### config.mk
export PLATFORM = sky130hd
export DESIGN_NAME = alu_issue_stage
export DESIGN_NICKNAME = d
export VERILOG_FILES = /design/src/rtl/alu_issue_stage.sv
export SDC_FILE = /design/constraint.sdc
export NUM_CORES = 1
export LEC_CHECK = 0
export BUFFER_PORTS_ARGS = -buffer_cell sky130_fd_sc_hd__buf_2
export CAP_MARGIN = 40
export CORE_AREA = 5 5 187 189
export CTS_BUF_LIST = sky130_fd_sc_hd__clkbuf_2 sky130_fd_sc_hd__clkbuf_4 sky130_fd_sc_hd__clkbuf_8
export DETAILED_ROUTE_END_ITERATION = 8
export DIE_AREA = 0 0 192 194
export GPL_TIMING_DRIVEN = 1
export HOLD_SLACK_MARGIN = 0.08
export PLACE_DENSITY = 0.7
export SLEW_MARGIN = 25
export SYNTH_ARGS = -nofsm -noshare
export SYNTH_HDL_FRONTEND = slang
export SYNTH_HIERARCHICAL = 1
export SYNTH_SLANG_ARGS = --single-unit
### constraint.sdc
create_clock -name clk -period 8.21 [get_ports clk]
set_input_delay 1.2315 -clock clk [delete_from_list [all_inputs] [get_ports clk]]
set_output_delay 1.2315 -clock clk [all_outputs]
set_load 0.05 [all_outputs]
### src/rtl/alu_issue_stage.sv
// Operand-issue stage: buffers A/B/op triples in a small FIFO, evaluates the head
// entry through a combinational alu and holds the result in a valid/ready output register.

module alu (
    input  logic [31:0] i_a,
    input  logic [31:0] i_b,
    input  logic [2:0]  i_op,
    output logic [31:0] o_result_c,
    output logic        o_err_c
);

    // Reserved opcodes produce a zero result and raise the error flag.
    always_comb begin
        o_result_c = '0;
        o_err_c    = 1'b0;
        case (i_op)
            3'b000:  o_result_c = i_a + i_b;
            3'b001:  o_result_c = i_a - i_b;
            3'b010:  o_result_c = i_a & i_b;
            3'b011:  o_result_c = i_a | i_b;
            3'b100:  o_result_c = i_a >> i_b[4:0];
            3'b101:  o_result_c = 32'($signed(i_a) >>> i_b[4:0]);
            default: o_err_c    = 1'b1;
        endcase
    end

endmodule

module alu_issue_stage #(
    parameter int unsigned DEPTH = 4,
    parameter int unsigned AW    = 2,
    parameter int unsigned SEQW  = 8
) (
    input  logic            clk,
    input  logic            reset_n,
    input  logic            in_valid,
    output logic            in_ready,
    input  logic [31:0]     in_A,
    input  logic [31:0]     in_B,
    input  logic [2:0]      in_op,
    output logic            out_valid,
    input  logic            out_ready,
    output logic [31:0]     out_C,
    output logic            out_err,
    output logic [SEQW-1:0] out_seq,
    output logic [AW:0]     occupancy
);

    localparam int unsigned CW = AW + 1;

    logic [31:0]     r_mem_a  [DEPTH];
    logic [31:0]     r_mem_b  [DEPTH];
    logic [2:0]      r_mem_op [DEPTH];
    logic [AW-1:0]   r_wr_ptr;
    logic [AW-1:0]   r_rd_ptr;
    logic [CW-1:0]   r_count;
    logic [CW-1:0]   w_count_nxt;
    logic [SEQW-1:0] r_seq_cnt;

    logic            r_out_valid;
    logic [31:0]     r_out_c;
    logic            r_out_err;
    logic [SEQW-1:0] r_out_seq;

    logic            w_full;
    logic            w_empty;
    logic            w_push;
    logic            w_pop;
    logic [31:0]     w_alu_c;
    logic            w_alu_err;

    // Full is derived from the registered count only, so in_ready never depends on out_ready.
    assign w_full   = (r_count == CW'(DEPTH));
    assign w_empty  = (r_count == '0);
    assign w_push   = in_valid && !w_full;
    assign w_pop    = !w_empty && (!r_out_valid || out_ready);

    assign in_ready  = !w_full;
    assign out_valid = r_out_valid;
    assign out_C     = r_out_c;
    assign out_err   = r_out_err;
    assign out_seq   = r_out_seq;
    assign occupancy = r_count;

    alu u_alu (
        .i_a        (r_mem_a[r_rd_ptr]),
        .i_b        (r_mem_b[r_rd_ptr]),
        .i_op       (r_mem_op[r_rd_ptr]),
        .o_result_c (w_alu_c),
        .o_err_c    (w_alu_err)
    );

    always_comb begin
        w_count_nxt = r_count;
        case ({w_push, w_pop})
            2'b10:   w_count_nxt = r_count + CW'(1);
            2'b01:   w_count_nxt = r_count - CW'(1);
            default: w_count_nxt = r_count;
        endcase
    end

    // Entry storage needs no reset: only slots between the pointers are ever read.
    always_ff @(posedge clk) begin
        if (w_push) begin
            r_mem_a[r_wr_ptr]  <= in_A;
            r_mem_b[r_wr_ptr]  <= in_B;
            r_mem_op[r_wr_ptr] <= in_op;
        end
    end

    always_ff @(posedge clk or negedge reset_n) begin
        if (!reset_n) begin
            r_wr_ptr <= '0;
            r_rd_ptr <= '0;
            r_count  <= '0;
        end else begin
            if (w_push) r_wr_ptr <= r_wr_ptr + AW'(1);
            if (w_pop)  r_rd_ptr <= r_rd_ptr + AW'(1);
            r_count <= w_count_nxt;
        end
    end

    // Output register: a pop reloads it, otherwise a taken result empties it.
    always_ff @(posedge clk or negedge reset_n) begin
        if (!reset_n) begin
            r_out_valid <= 1'b0;
            r_out_c     <= '0;
            r_out_err   <= 1'b0;
            r_out_seq   <= '0;
            r_seq_cnt   <= '0;
        end else if (w_pop) begin
            r_out_valid <= 1'b1;
            r_out_c     <= w_alu_c;
            r_out_err   <= w_alu_err;
            r_out_seq   <= r_seq_cnt;
            r_seq_cnt   <= r_seq_cnt + SEQW'(1);
        end else if (r_out_valid && out_ready) begin
            r_out_valid <= 1'b0;
        end
    end

endmodule
[Yosys cells after proc, flatten, opt, wreduce, memory -nomap -nowiden]
Memories as Yosys holds them, arrays and structs flattened.
Cells that the tools add are included.
Cells by class
  $add $sub $neg: 7
  equality and inequality tests: 8
  shifts and indexed selects: 2
  mux-type cells: 7
  bitwise gates (word level): 2
  reduce and logical (&&, ||, !) cells: 12
Operators with widths (count)
  $pmux W32 S6: 1
  $add A32 B32 Y32: 1
  $and A32 B32 Y32: 1
  $or A32 B32 Y32: 1
  $shr A32 B5 Y32: 1
  $sshr A32 B5 Y32: 1
  $sub A32 B32 Y32: 1
  $eq A3 B3 Y1 const B: 3
  $add A8 B1 Y8 const B: 1
  $eq A3 B2 Y1 const B: 2
  $logic_not A3 Y1: 2
  $pmux W3 S2: 1
  $reduce_or A6 Y1: 1
  $mux W1: 5
  $add A2 B1 Y2 const B: 2
  $reduce_bool A2 Y1: 2
  $add A3 B1 Y3 const B: 1
  $eq A3 B1 Y1 const B: 1
  $logic_and A1 B1 Y1: 3
  $logic_not A1 Y1: 3
  $sub A3 B1 Y3 const B: 1
  $eq A2 B1 Y1 const B: 1
  $eq A2 B2 Y1 const B: 1
  $logic_or A1 B1 Y1: 1
Word-level totals
  bits in registers: 57
  memory bits (writable): 268
  input port bits: 71
  output and inout bits: 46
  logic and storage cells: 49
  memories kept: 3
Memories
  r_mem_a: depth 4, width 32, read ports 1, clocked after memory_dff 0, wr ports 1, RTL line 51  | logic [31:0] r_mem_a [DEPTH];
  r_mem_b: depth 4, width 32, read ports 1, clocked after memory_dff 0, wr ports 1, RTL line 52  | logic [31:0] r_mem_b [DEPTH];
  r_mem_op: depth 4, width 3, read ports 1, clocked after memory_dff 0, wr ports 1, RTL line 53  | logic [2:0] r_mem_op [DEPTH];

[Logic depth before layout (Yosys ltp)]
  word-level depth: 5
  depth in mapped cells: 25
  mapped depth without buffers: 19

[Hierarchy]
The synthesis kept the hierarchy.
By module, submodules not included
  alu_issue_stage: instances 1, cells each 502, area each 12034.0 sq um, seq. area each 9474.1 sq um
  alu: instances 1, cells each 771, area each 5191.2 sq um, seq. area each 0.0 sq um

[Least setup slack after synthesis]
OpenSTA, ideal clock, no wires.
  path type: reg-to-reg
  from: register r_rd_ptr[0]
  to: register r_out_c[27] (netlist: out_C[27])
  library setup time: 125 ps
  arrival time: 5671 ps
  data required time: 8085 ps
  path slack: 2415 ps
  stages on the path, launching flop included: 25
  buffers on the path: 7
  clock period less this slack: 5795 ps
  cell sequence: dfrtp_1 buf_2 buf_2 mux4_2 buf_4 buf_1 inv_1 buf_1 ha_1 nand2_1 or3_1 clkbuf_1 o41ai_1 xor2_1 ha_1 clkbuf_1 a21oi_1 nand2_1 or2_2 o211ai_1 nand2_1 a311oi_1 nor4_1 a311o_1 mux2_2
Between the ends
  longest elaborated chain between the ends: 3
  elaborated cells on any way between the ends: 16
  classes of those cells: add/sub: 2; eq/ne: 5; shift: 2; mux: 1; bitwise: 2; reduce/logical: 1; memory: 3
RTL lines
  start: declaration: RTL line 55  | logic [AW-1:0] r_rd_ptr;
  start signal: assignment: RTL line 118  | if (w_pop) r_rd_ptr <= r_rd_ptr + AW'(1);
  $mem_v2 Z4 W32, or another cell as far along
  $sub A32 B32 Y32, or another cell as far along: RTL line 18  | 3'b001: o_result_c = i_a - i_b;
  $pmux W32 S6 *: RTL line 16  | case (i_op)
  named net w_alu_c[27]: RTL line 69  | logic [31:0] w_alu_c;
  end signal: assignment: RTL line 133  | r_out_c <= w_alu_c;
  end: declaration: RTL line 61  | logic [31:0] r_out_c;
The timed path passes the listed nets; every way through them passes the cells marked *.
A chain may end at the register's enable or synchronous reset.

[Worst setup path in the final report]
  from: register r_rd_ptr[1]
  to: register r_out_c[28] (netlist: out_C[28])
Same word-level chain as after synthesis.

==> flow_summary.yaml <==
yosys:
  synth_adder_area_share_pct: 4.71
  yosys_warnings: 6
  synth-edff-count: 268
  netlist_area_um2: 17200
  synthXorXnorAreaFrac_pct: 3.45
  synth_top_family_by_area: "multiplexers"
  ys_seq_area_share_pct: 55.0
  ys_types: 67
  synthCells: 1273
  netlist_top_cells_area: "edfxtp_1, mux4_2, dfrtp_1"
  synth_seq_cells: 325
  synth_top_area_share_pct: 46.7
  ys.flop_type: "edfxtp_1"
  synth_area_leader_cell: "edfxtp_1"
  yosys.area_share.simple_pct: 6.85
  synth-compound-area-share_pct: 10.5
  syn-num-nets: 1386
  synth-async-reset-ratio_pct: 17.5
  avgSynthCellArea_um2: 13.5
  muxShareOfSynthArea_pct: 16.8
cts:
  cts_htree_levels: 2
  clk_latency_ns: 0.61
  cts_buffers: 52
  path_clk_slew_ns: 0.06
  ctsHoldBuffers: 0
  root_buffer: "clkbuf_8"
  cts.sinks: 325
  post_cts_resize_count: 0
  clock_path_buffers: 3
  post_cts_buffers: 0
  cts_tree: "done"
final_layout:
  n_fill_cell: 2660
  insertedDiodeCount: 0
  syn_to_final_growth_pct: 12.6
  stdcell_area_um2: 19400
  final_cell_mix: "edfxtp_1, buf_2, nand2_1"
  nets: 1499
  final_common_cell: "edfxtp_1"
  drive_gt1_share_pct: 26.9
sta:
  worst_slew_pin_slew_ns: 0.843
  fin_tns_setup_ns: 0
  setup_viol: 0
  grt_setup_unrepaired: "no"
  layout_setup_ws_ns: 1.89
  final_hold_viol_count: 0
  drv_slew: 0
  min_period_ns: 6.32
  relSlewSlack_pct: 43.6
  max_freq_ghz: 0.158
  skew_ns: 0.0201
  min_period_over_period_pct: 77.0
grt:
  grt_pass1_wl_um: 68500
  grt_antenna_before_repair: 1
  grt_pass1_vias: 11292
  grt_max_degree: 59
  grt_remaining_overflow: 0
  grt_usage_pct: 23.9
route:
  vias: 11477
  vias_per_cell: 6.11
  routed_wl_um: 44500
  dr.pass1.iters: 5
  ant_nets: 0
  wl_per_cell_um: 23.7
  route.detailed.drc: 0
  drt-initial-drc-count: 1329
job:
  maxCapViolations: 0
floorplanning:
  rows: 67
  core-area_um2: 33100
  io_pins: 117
  die_w_um: 192
  die-area_um2: 37200
  start_util_pct: 52.0
  fp.dieH_um: 194
worst_setup_path:
  start_kind: "register"
  worstSetupPathType: "reg2reg"
  crit_arrival_ns: 6.82
  cp.required_ns: 8.71
  cp-end-kind: "register"
  critPathMaxFanout: 27
placed_design:
  place.gp.congestion: 0.972
  dpl-instance-area_um2: 18200
  hpwl_um: 31900
  io_buffers: 116
  preCtsSetupSlack_ns: 1.85
run_status:
  status: "complete, no violations"
min_path:
  hp-class: "reg2reg"
[kinds of logic after synthesis]
logic type,Yosys count
compound gates,289
xor+xnor,67
fa+ha+maj,69
buf+inv,106
flops,325
mux,171
simple gates,246
[cell usage after synthesis (7+ instances only)]
| library cell | instances |
|---|---|
| and2_1 | 7 |
| ha_1 | 40 |
| a211oi_1 | 13 |
| o22ai_1 | 8 |
| buf_1 | 8 |
| dfrtp_1 | 57 |
| xnor2_1 | 33 |
| nor3_1 | 12 |
| o21a_1 | 10 |
| a31oi_1 | 10 |
| clkbuf_1 | 56 |
| edfxtp_1 | 268 |
| nand3_1 | 16 |
| mux2_4 | 20 |
| o211ai_1 | 13 |
| inv_1 | 20 |
| a21oi_1 | 83 |
| mux2i_1 | 36 |
| and3_1 | 12 |
| nand2_1 | 91 |
| a21o_1 | 16 |
| maj3_1 | 27 |
| mux2_2 | 31 |
| buf_2 | 12 |
| nor2_1 | 58 |
| or3_1 | 10 |
| mux4_2 | 84 |
| nor2b_1 | 9 |
| xor2_1 | 33 |
| o21ai_0 | 81 |
[final timing paths]
| check | start | endpoint | slack [ns] | depth (start not counted) |
|---|---|---|---|---|
| worst min register to register | r_seq_cnt[7] | r_seq_cnt[7] | 0.48 | 1 |
| max in group asynchronous | reset_n | r_rd_ptr[0] | 6.91 | 2 |
| worst max-delay path | r_rd_ptr[1] | out_C[28] | 1.89 | 18 |
| min in group asynchronous | reset_n | r_rd_ptr[0] | 0.77 | 2 |
| worst max register to register | r_rd_ptr[1] | out_C[28] | 1.89 | 18 |
| worst min-delay path | r_seq_cnt[7] | r_seq_cnt[7] | 0.48 | 1 |
[state kept, by name, indices dropped and copies added (netlist names), 3 cells and up]
| name | count |
|---|---|
| occupancy | 3 |
| out_C | 32 |
| out_seq | 8 |
| r_mem_a | 128 |
| r_mem_b | 128 |
| r_mem_op | 12 |
| r_seq_cnt | 8 |
[per-stage QoR]
| step | hold slack (ns) | util (%) | cells |
|---|---|---|---|
| 2_1_floorplan | 0.440 | - | 1273 |
| 3_3_place_gp | 0.457 | 54.8 | 1773 |
| 3_5_place_dp | 0.471 | 55.1 | 1778 |
| 4_1_cts | 0.483 | 58.4 | 1876 |
| 5_1_grt | 0.511 | 58.5 | 1878 |
| 6_report | 0.479 | 58.5 | 1878 |
[per-layer routing]
metal  track usage (%)  wire length [µm]  vias up
met5                 0                13        -
met4              8.51              1330        2
met3              4.39              3570       65
met2              34.9             19700      505
met1              36.1             19900     5700
li1                  -                 -     5205
[layout make-up]
type / instances / area, µm² / share of cell area, %
Clock buffer: 77 / 935 / 4.82
Clock inverter: 21 / 161 / 0.833
Inverter: 23 / 86.3 / 0.445
Multi-Input combinational cell: 842 / 7300 / 37.7
Sequential cell: 325 / 9480 / 48.9
Tap cell: 448 / 561 / 2.89
Timing Repair Buffer: 142 / 866 / 4.47
[worst max-delay path: stages (launching register included)]
cell      delay [ns]
dfrtp_2         0.83
buf_4           0.30
mux4_2          0.35
or4_1           0.59
or3_1           0.44
or4_1           0.45
nor3_1          0.52
inv_1           0.14
o21ai_0         0.23
xor2_1          0.20
ha_1            0.36
a21o_1          0.20
a21oi_1         0.13
o21ai_0         0.09
a21oi_1         0.45
o21ai_0         0.21
a211oi_1        0.30
o21ai_0         0.11
mux2_2          0.29
Power is left out: the tool's default activity adds up to more than one toggle a clock period on the data nets, which glitch-free logic cannot reach.
